**src/rtl/elink_pkg.sv**
```systemverilog
// elink_pkg: K28.5 idle constants and elaboration-time helpers for the e-link transmit path
package elink_pkg;
  localparam logic [9:0] IDLE_NEG = 10'h0FA;
  localparam logic [9:0] IDLE_POS = 10'h305;
  localparam logic [7:0] IDLE_8B = 8'hBC;
  function automatic int clog2(input int v);
    int r;
    r = 0;
    for (int i = 0; i < 31; i++) if ((1 << i) < v) r = i + 1;
    return r;
  endfunction
  function automatic int cw(input int v);
    return (clog2(v) < 1) ? 1 : clog2(v);
  endfunction
  function automatic bit cfg_ok(input int dw, input int ow, input int depth, input int pfull);
    bit ow_ok;
    ow_ok = (dw == 10) ? (ow == 1 || ow == 2 || ow == 5 || ow == 10) :
            (dw == 8) ? (ow == 1 || ow == 2 || ow == 4 || ow == 8) : 1'b0;
    return ow_ok && depth >= 4 && (1 << clog2(depth)) == depth && pfull >= 1 && pfull <= depth;
  endfunction
endpackage

```
**src/rtl/elink_sync_fifo.sv**
```systemverilog
// elink_sync_fifo: single-clock FWFT FIFO with registered count flags, flush and sticky overflow
module elink_sync_fifo import elink_pkg::*; #(
  parameter int DATA_W = 10,
  parameter int DEPTH = 16,
  parameter int PFULL_TH = 12
) (
  input  logic              clk_40,
  input  logic              rst,
  input  logic [DATA_W-1:0] din,
  input  logic              we,
  input  logic              flush,
  input  logic              pop,
  output logic [DATA_W-1:0] head,
  output logic              pfull,
  output logic              full,
  output logic              empty,
  output logic              ovf
);
  localparam int AW = clog2(DEPTH);
  logic [DATA_W-1:0] mem [DEPTH];
  logic [AW-1:0] wp_q, wp_d, rp_q, rp_d;
  logic [AW:0] cnt_q, cnt_d;
  logic pfull_q, pfull_d, full_q, full_d, empty_q, empty_d, ovf_q, ovf_d, wr;
  always_comb begin
    wr = we & ~full_q & ~flush;
    wp_d = flush ? '0 : wp_q + AW'(wr);
    rp_d = flush ? '0 : rp_q + AW'(pop);
    cnt_d = flush ? '0 : cnt_q + (AW+1)'(wr) - (AW+1)'(pop);
    ovf_d = ~flush & (ovf_q | (we & full_q));
    pfull_d = cnt_d >= (AW+1)'(PFULL_TH);
    full_d = cnt_d == (AW+1)'(DEPTH);
    empty_d = cnt_d == '0;
  end
  always_ff @(posedge clk_40 or posedge rst)
    if (rst) begin
      wp_q <= '0;
      rp_q <= '0;
      cnt_q <= '0;
      ovf_q <= 1'b0;
      pfull_q <= 1'b0;
      full_q <= 1'b0;
      empty_q <= 1'b1;
    end else begin
      wp_q <= wp_d;
      rp_q <= rp_d;
      cnt_q <= cnt_d;
      ovf_q <= ovf_d;
      pfull_q <= pfull_d;
      full_q <= full_d;
      empty_q <= empty_d;
    end
  always_ff @(posedge clk_40)
    if (wr) mem[wp_q] <= din;
  assign head = mem[rp_q];
  assign pfull = pfull_q;
  assign full = full_q;
  assign empty = empty_q;
  assign ovf = ovf_q;
endmodule

```
**src/rtl/elink_tx_fifo_ser.sv**
```systemverilog
// elink_tx_fifo_ser: FIFO-fed gearbox serializer emitting OUT_W bits per cycle with idle comma fill
module elink_tx_fifo_ser import elink_pkg::*; #(
  parameter int DATA_W = 10,
  parameter int OUT_W = 2,
  parameter int DEPTH = 16,
  parameter int PFULL_TH = 12,
  parameter bit MSB_FIRST = 1'b1,
  parameter bit IDLE_ALT = 1'b1
) (
  input  logic              clk_40,
  input  logic              rst,
  input  logic [DATA_W-1:0] fifo_din,
  input  logic              fifo_we,
  input  logic              fifo_flush,
  input  logic              tx_en,
  output logic              fifo_pfull,
  output logic              fifo_full,
  output logic              fifo_empty,
  output logic              fifo_ovf,
  output logic [OUT_W-1:0]  elink_out,
  output logic [15:0]       word_cnt
);
  localparam int N = DATA_W / OUT_W;
  localparam int CW = cw(N);
  if (!cfg_ok(DATA_W, OUT_W, DEPTH, PFULL_TH)) begin : g_bad_cfg
    $error("elink_tx_fifo_ser: illegal DATA_W/OUT_W/DEPTH/PFULL_TH combination");
  end
  logic [CW-1:0] cnt_q, cnt_d;
  logic [DATA_W-1:0] sreg_q, sreg_d, head, word, rev;
  logic [OUT_W-1:0] out_q, out_d;
  logic [15:0] wcnt_q, wcnt_d;
  logic disp_q, disp_d, load, pop;
  elink_sync_fifo #(.DATA_W(DATA_W), .DEPTH(DEPTH), .PFULL_TH(PFULL_TH)) u_fifo (
    .clk_40(clk_40),
    .rst(rst),
    .din(fifo_din),
    .we(fifo_we),
    .flush(fifo_flush),
    .pop(pop),
    .head(head),
    .pfull(fifo_pfull),
    .full(fifo_full),
    .empty(fifo_empty),
    .ovf(fifo_ovf)
  );
  always_comb begin
    load = cnt_q == CW'(N - 1);
    pop = load & tx_en & ~fifo_empty & ~fifo_flush;
    word = pop ? head : (DATA_W == 10) ? DATA_W'(disp_q ? IDLE_POS : IDLE_NEG) : DATA_W'(IDLE_8B);
    for (int i = 0; i < DATA_W; i++) rev[i] = word[DATA_W-1-i];
    cnt_d = load ? '0 : cnt_q + 1'b1;
    sreg_d = load ? (MSB_FIRST ? word : rev) : sreg_q << OUT_W;
    out_d = sreg_q[DATA_W-1 -: OUT_W];
    disp_d = disp_q ^ (IDLE_ALT & load & ~pop);
    wcnt_d = wcnt_q + 16'(pop);
  end
  always_ff @(posedge clk_40 or posedge rst)
    if (rst) begin
      cnt_q <= CW'(N - 1);
      sreg_q <= '0;
      out_q <= '0;
      wcnt_q <= '0;
      disp_q <= 1'b0;
    end else begin
      cnt_q <= cnt_d;
      sreg_q <= sreg_d;
      out_q <= out_d;
      wcnt_q <= wcnt_d;
      disp_q <= disp_d;
    end
  assign elink_out = out_q;
  assign word_cnt = wcnt_q;
endmodule

```
**config.mk**
```make
export PLATFORM = sky130hd
export DESIGN_NAME = elink_tx_fifo_ser
export DESIGN_NICKNAME = d
export VERILOG_FILES = /design/src/rtl/elink_pkg.sv /design/src/rtl/elink_sync_fifo.sv /design/src/rtl/elink_tx_fifo_ser.sv
export SDC_FILE = /design/constraint.sdc
export NUM_CORES = 1
export LEC_CHECK = 0
export BUFFER_PORTS_ARGS = -buffer_cell sky130_fd_sc_hd__buf_2
export CORE_ASPECT_RATIO = 1.25
export CORE_MARGIN = 8
export CORE_UTILIZATION = 50
export CTS_CLUSTER_SIZE = 10
export DETAILED_ROUTE_END_ITERATION = 10
export HOLD_SLACK_MARGIN = 0.12
export PLACE_DENSITY = 0.71
export REMOVE_ABC_BUFFERS = 1
export SETUP_SLACK_MARGIN = 0.2
export SLEW_MARGIN = 10
export SYNTH_ARGS = -nofsm -noshare
export SYNTH_HDL_FRONTEND = slang
export SYNTH_HIERARCHICAL = 1
export SYNTH_SLANG_ARGS = --single-unit
```
**constraint.sdc**
```tcl
create_clock -name clk_40 -period 9.3 [get_ports clk_40]
set_clock_uncertainty 0.1 [all_clocks]
set_input_delay 2.79 -clock clk_40 [delete_from_list [all_inputs] [get_ports clk_40]]
set_output_delay 2.79 -clock clk_40 [all_outputs]
set_load 0.01 [all_outputs]
```
==> out/results.ini <==
[sta]
hold_viol = 0
fin_crit_ns = 5.31
worst_pin_slew_ns = 1.16
finalWorstSetupSlack_ns = 3.99
rsz0062_at_grt = false
maxSlewViolCount = 0
worst_hold_slack_ns = 0.244
fin_crit_sh_pct = 57.1
slew_headroom_pct = 22.1
setup_violations = 0
finalSetupTns_ns = 0
max_freq_ghz = 0.188

[die]
ioPinCount = 37
core_um2 = 16600
die_w_um = 132
initial_core_util_pct = 50.4
row_count = 53
die_height_um = 161
fp.dieArea_um2 = 21200

[drt]
antenna_left = 0
via_per_inst = 5.66
wl_per_cell_um = 21.7
drt_iter0_markers = 301
drt_pre_antenna_iters = 5
drc_errors = 0
route.vias.total = 4199
wl_um = 16100

[worst_setup_path]
critical_path.startpoint_type = input port
worstPathRequired_ns = 9.60
worstRegToRegCells = 10
timing.rr.end = u_fifo/full
cp.arrival_ns = 5.61
r2r_setup_slack_ns = 6.14
critPathMaxFanout = 19
crit_type = in -> reg
crit_path_start = fifo_flush
worst_setup_path_end_kind = flip-flop
r2r-start = u_fifo/empty

[clock_tree]
clkTransAtPathRegs_ns = 0.05
cts.sinks = 209
clk_path_buf_depth = 3
cts_tree = done
cts_max_level = 1
postCtsSetupBuffers = 0
root_buffer = clkbuf_16
cts_resized = 0
cts_hold_buf = 0
numCtsBuffers = 24
clk-insertion-delay-late_ns = 0.50

[global_route]
grt_start_max_net_pins = 43
grt_pass1_wl_um = 25700
grt_pass1_vias = 4497
antenna_found_initial = 0
gr-usage-all-layers_pct = 15.5
overflow = 0

[synthesis]
yosys-top-cells-area = edfxtp_1, dfrtp_1, mux4_2
avgSynthCellArea_um2 = 18.0
synth_top_area_cell = edfxtp_1
synth_seq_cells = 209
seq_area_frac_synth_pct = 71.9
synth-async-reset-ratio_pct = 23.4
synth_cell_types = 39
synth_edf_count = 160
synthFlopType = edfxtp_1
synth_cells = 467
synth_warnings = 6
syn_area_um2 = 8400
yosys.area.top_type_share_pct = 57.2

[placement]
pre_cts_slack_ns = 3.47
gp_congestion = 0.808
dp_hpwl_um = 10300
placed_cells = 709
io_buffers = 36

[layout]
finalNonFillerCells = 742
final_cell_mix = edfxtp_1, dfrtp_1, buf_2
antennaDiodeCount = 0
final_common_cell = edfxtp_1
nets = 545
synthToLayoutAreaGrowth_pct = 12.3
fin_util_pct = 56.7
drive_above_1_share_pct = 20.9

[pwr]
leakagePower_nw = 3.45
power_density_nw_per_um2 = 218
vdd_ir_drop_max_v = 0.000137

[min_path]
min_to = elink_out[0]
hold_class = reg -> reg
hold_depth = 0
hold_path_startpoint = sreg_q[8]

[job]
drv_cap = 0

[status]
status = finished clean

layout make-up:
cell class / instances / area, µm²
Clock inverter: 1 / 16.3
Fill cell: 1245 / 7210
Tap cell: 220 / 275
Sequential cell: 209 / 6030
Multi-Input combinational cell: 225 / 2200
Clock buffer: 32 / 631
Inverter: 12 / 45.0
Timing Repair Buffer: 43 / 233
kinds of logic after synthesis:
family | Yosys count | synth area share (%)
flip-flops | 209 | 71.9
AND/OR/NAND/NOR | 100 | 6.48
AO/OA/AOI/OAI | 45 | 3.44
multiplexers | 41 | 11.4
buffers and inverters | 33 | 1.98
XOR/XNOR | 24 | 2.50
adder cells (fa/ha/maj) | 15 | 2.32
sequential cells by signal, summed over array words and instances (netlist names), 2 cells and up:
signal	cells
u_fifo/wp_q	4
u_fifo/cnt_q	5
cnt_q	3
word_cnt	16
u_fifo/mem	160
sreg_q	10
elink_out	2
u_fifo/rp_q	4
report_power, final:
group / switching [mW] / internal (mW) / leakage, nW
logic: 0.121 / 0.0745 / 1.05
registers: 0.0225 / 1.05 / 2.10
clock network: 0.321 / 0.466 / 0.312
total: 0.464 / 1.59 / 3.45
synth_stat cells (all sizes together) (2+ instances only):
library cell,n
nand3,9
nand2,19
dfstp,2
xor2,13
nand4,5
a21oi,21
dfrtp,47
xnor2,11
inv,12
nor2b,8
nor3,6
nand3b,2
nor4,6
nand2b,3
edfxtp,160
clkbuf,11
buf,10
a22oi,20
nor2,35
mux4,40
ha,14
and2,3
a21o,2
worst max-delay path by stage:
stage	slack, ns	cells after the start	to
after floorplan	4.13	10	u_fifo/full
after CTS	3.99	11	u_fifo/full
final	3.99	11	u_fifo/full
after detailed placement	3.47	11	u_fifo/full
after global routing	3.77	11	u_fifo/full
after global placement	3.65	11	u_fifo/full
worst max-delay path, stage by stage:
cell	delay (ns)
buf_2	0.21
nor3b_2	0.66
and2_1	0.31
ha_1	0.16
inv_1	0.04
ha_1	0.20
fa_1	0.41
a21o_1	0.19
a21oi_1	0.17
xnor2_1	0.17
nor4_1	0.28
metrics by stage:
step	area [µm²]	total power [mW]
floorplan	8270	1.21
global placement	8780	1.27
global route	9430	2.14
finish	9430	2.06
detailed placement	8780	1.29
CTS	9430	2.08
per-layer routing:
layer | vias to the layer above | wire length (µm) | share of wire [%] | GRT usage, %
li1 | 1907 | - | - | -
met1 | 2138 | 6610 | 41 | 19.8
met2 | 123 | 8160 | 51 | 25.9
met3 | 31 | 812 | 5.0 | 2.34
met4 | 0 | 547 | 3.4 | 6.80
met5 | - | 0 | 0 | 0
Note: power is estimated with default switching activity, not from simulation.
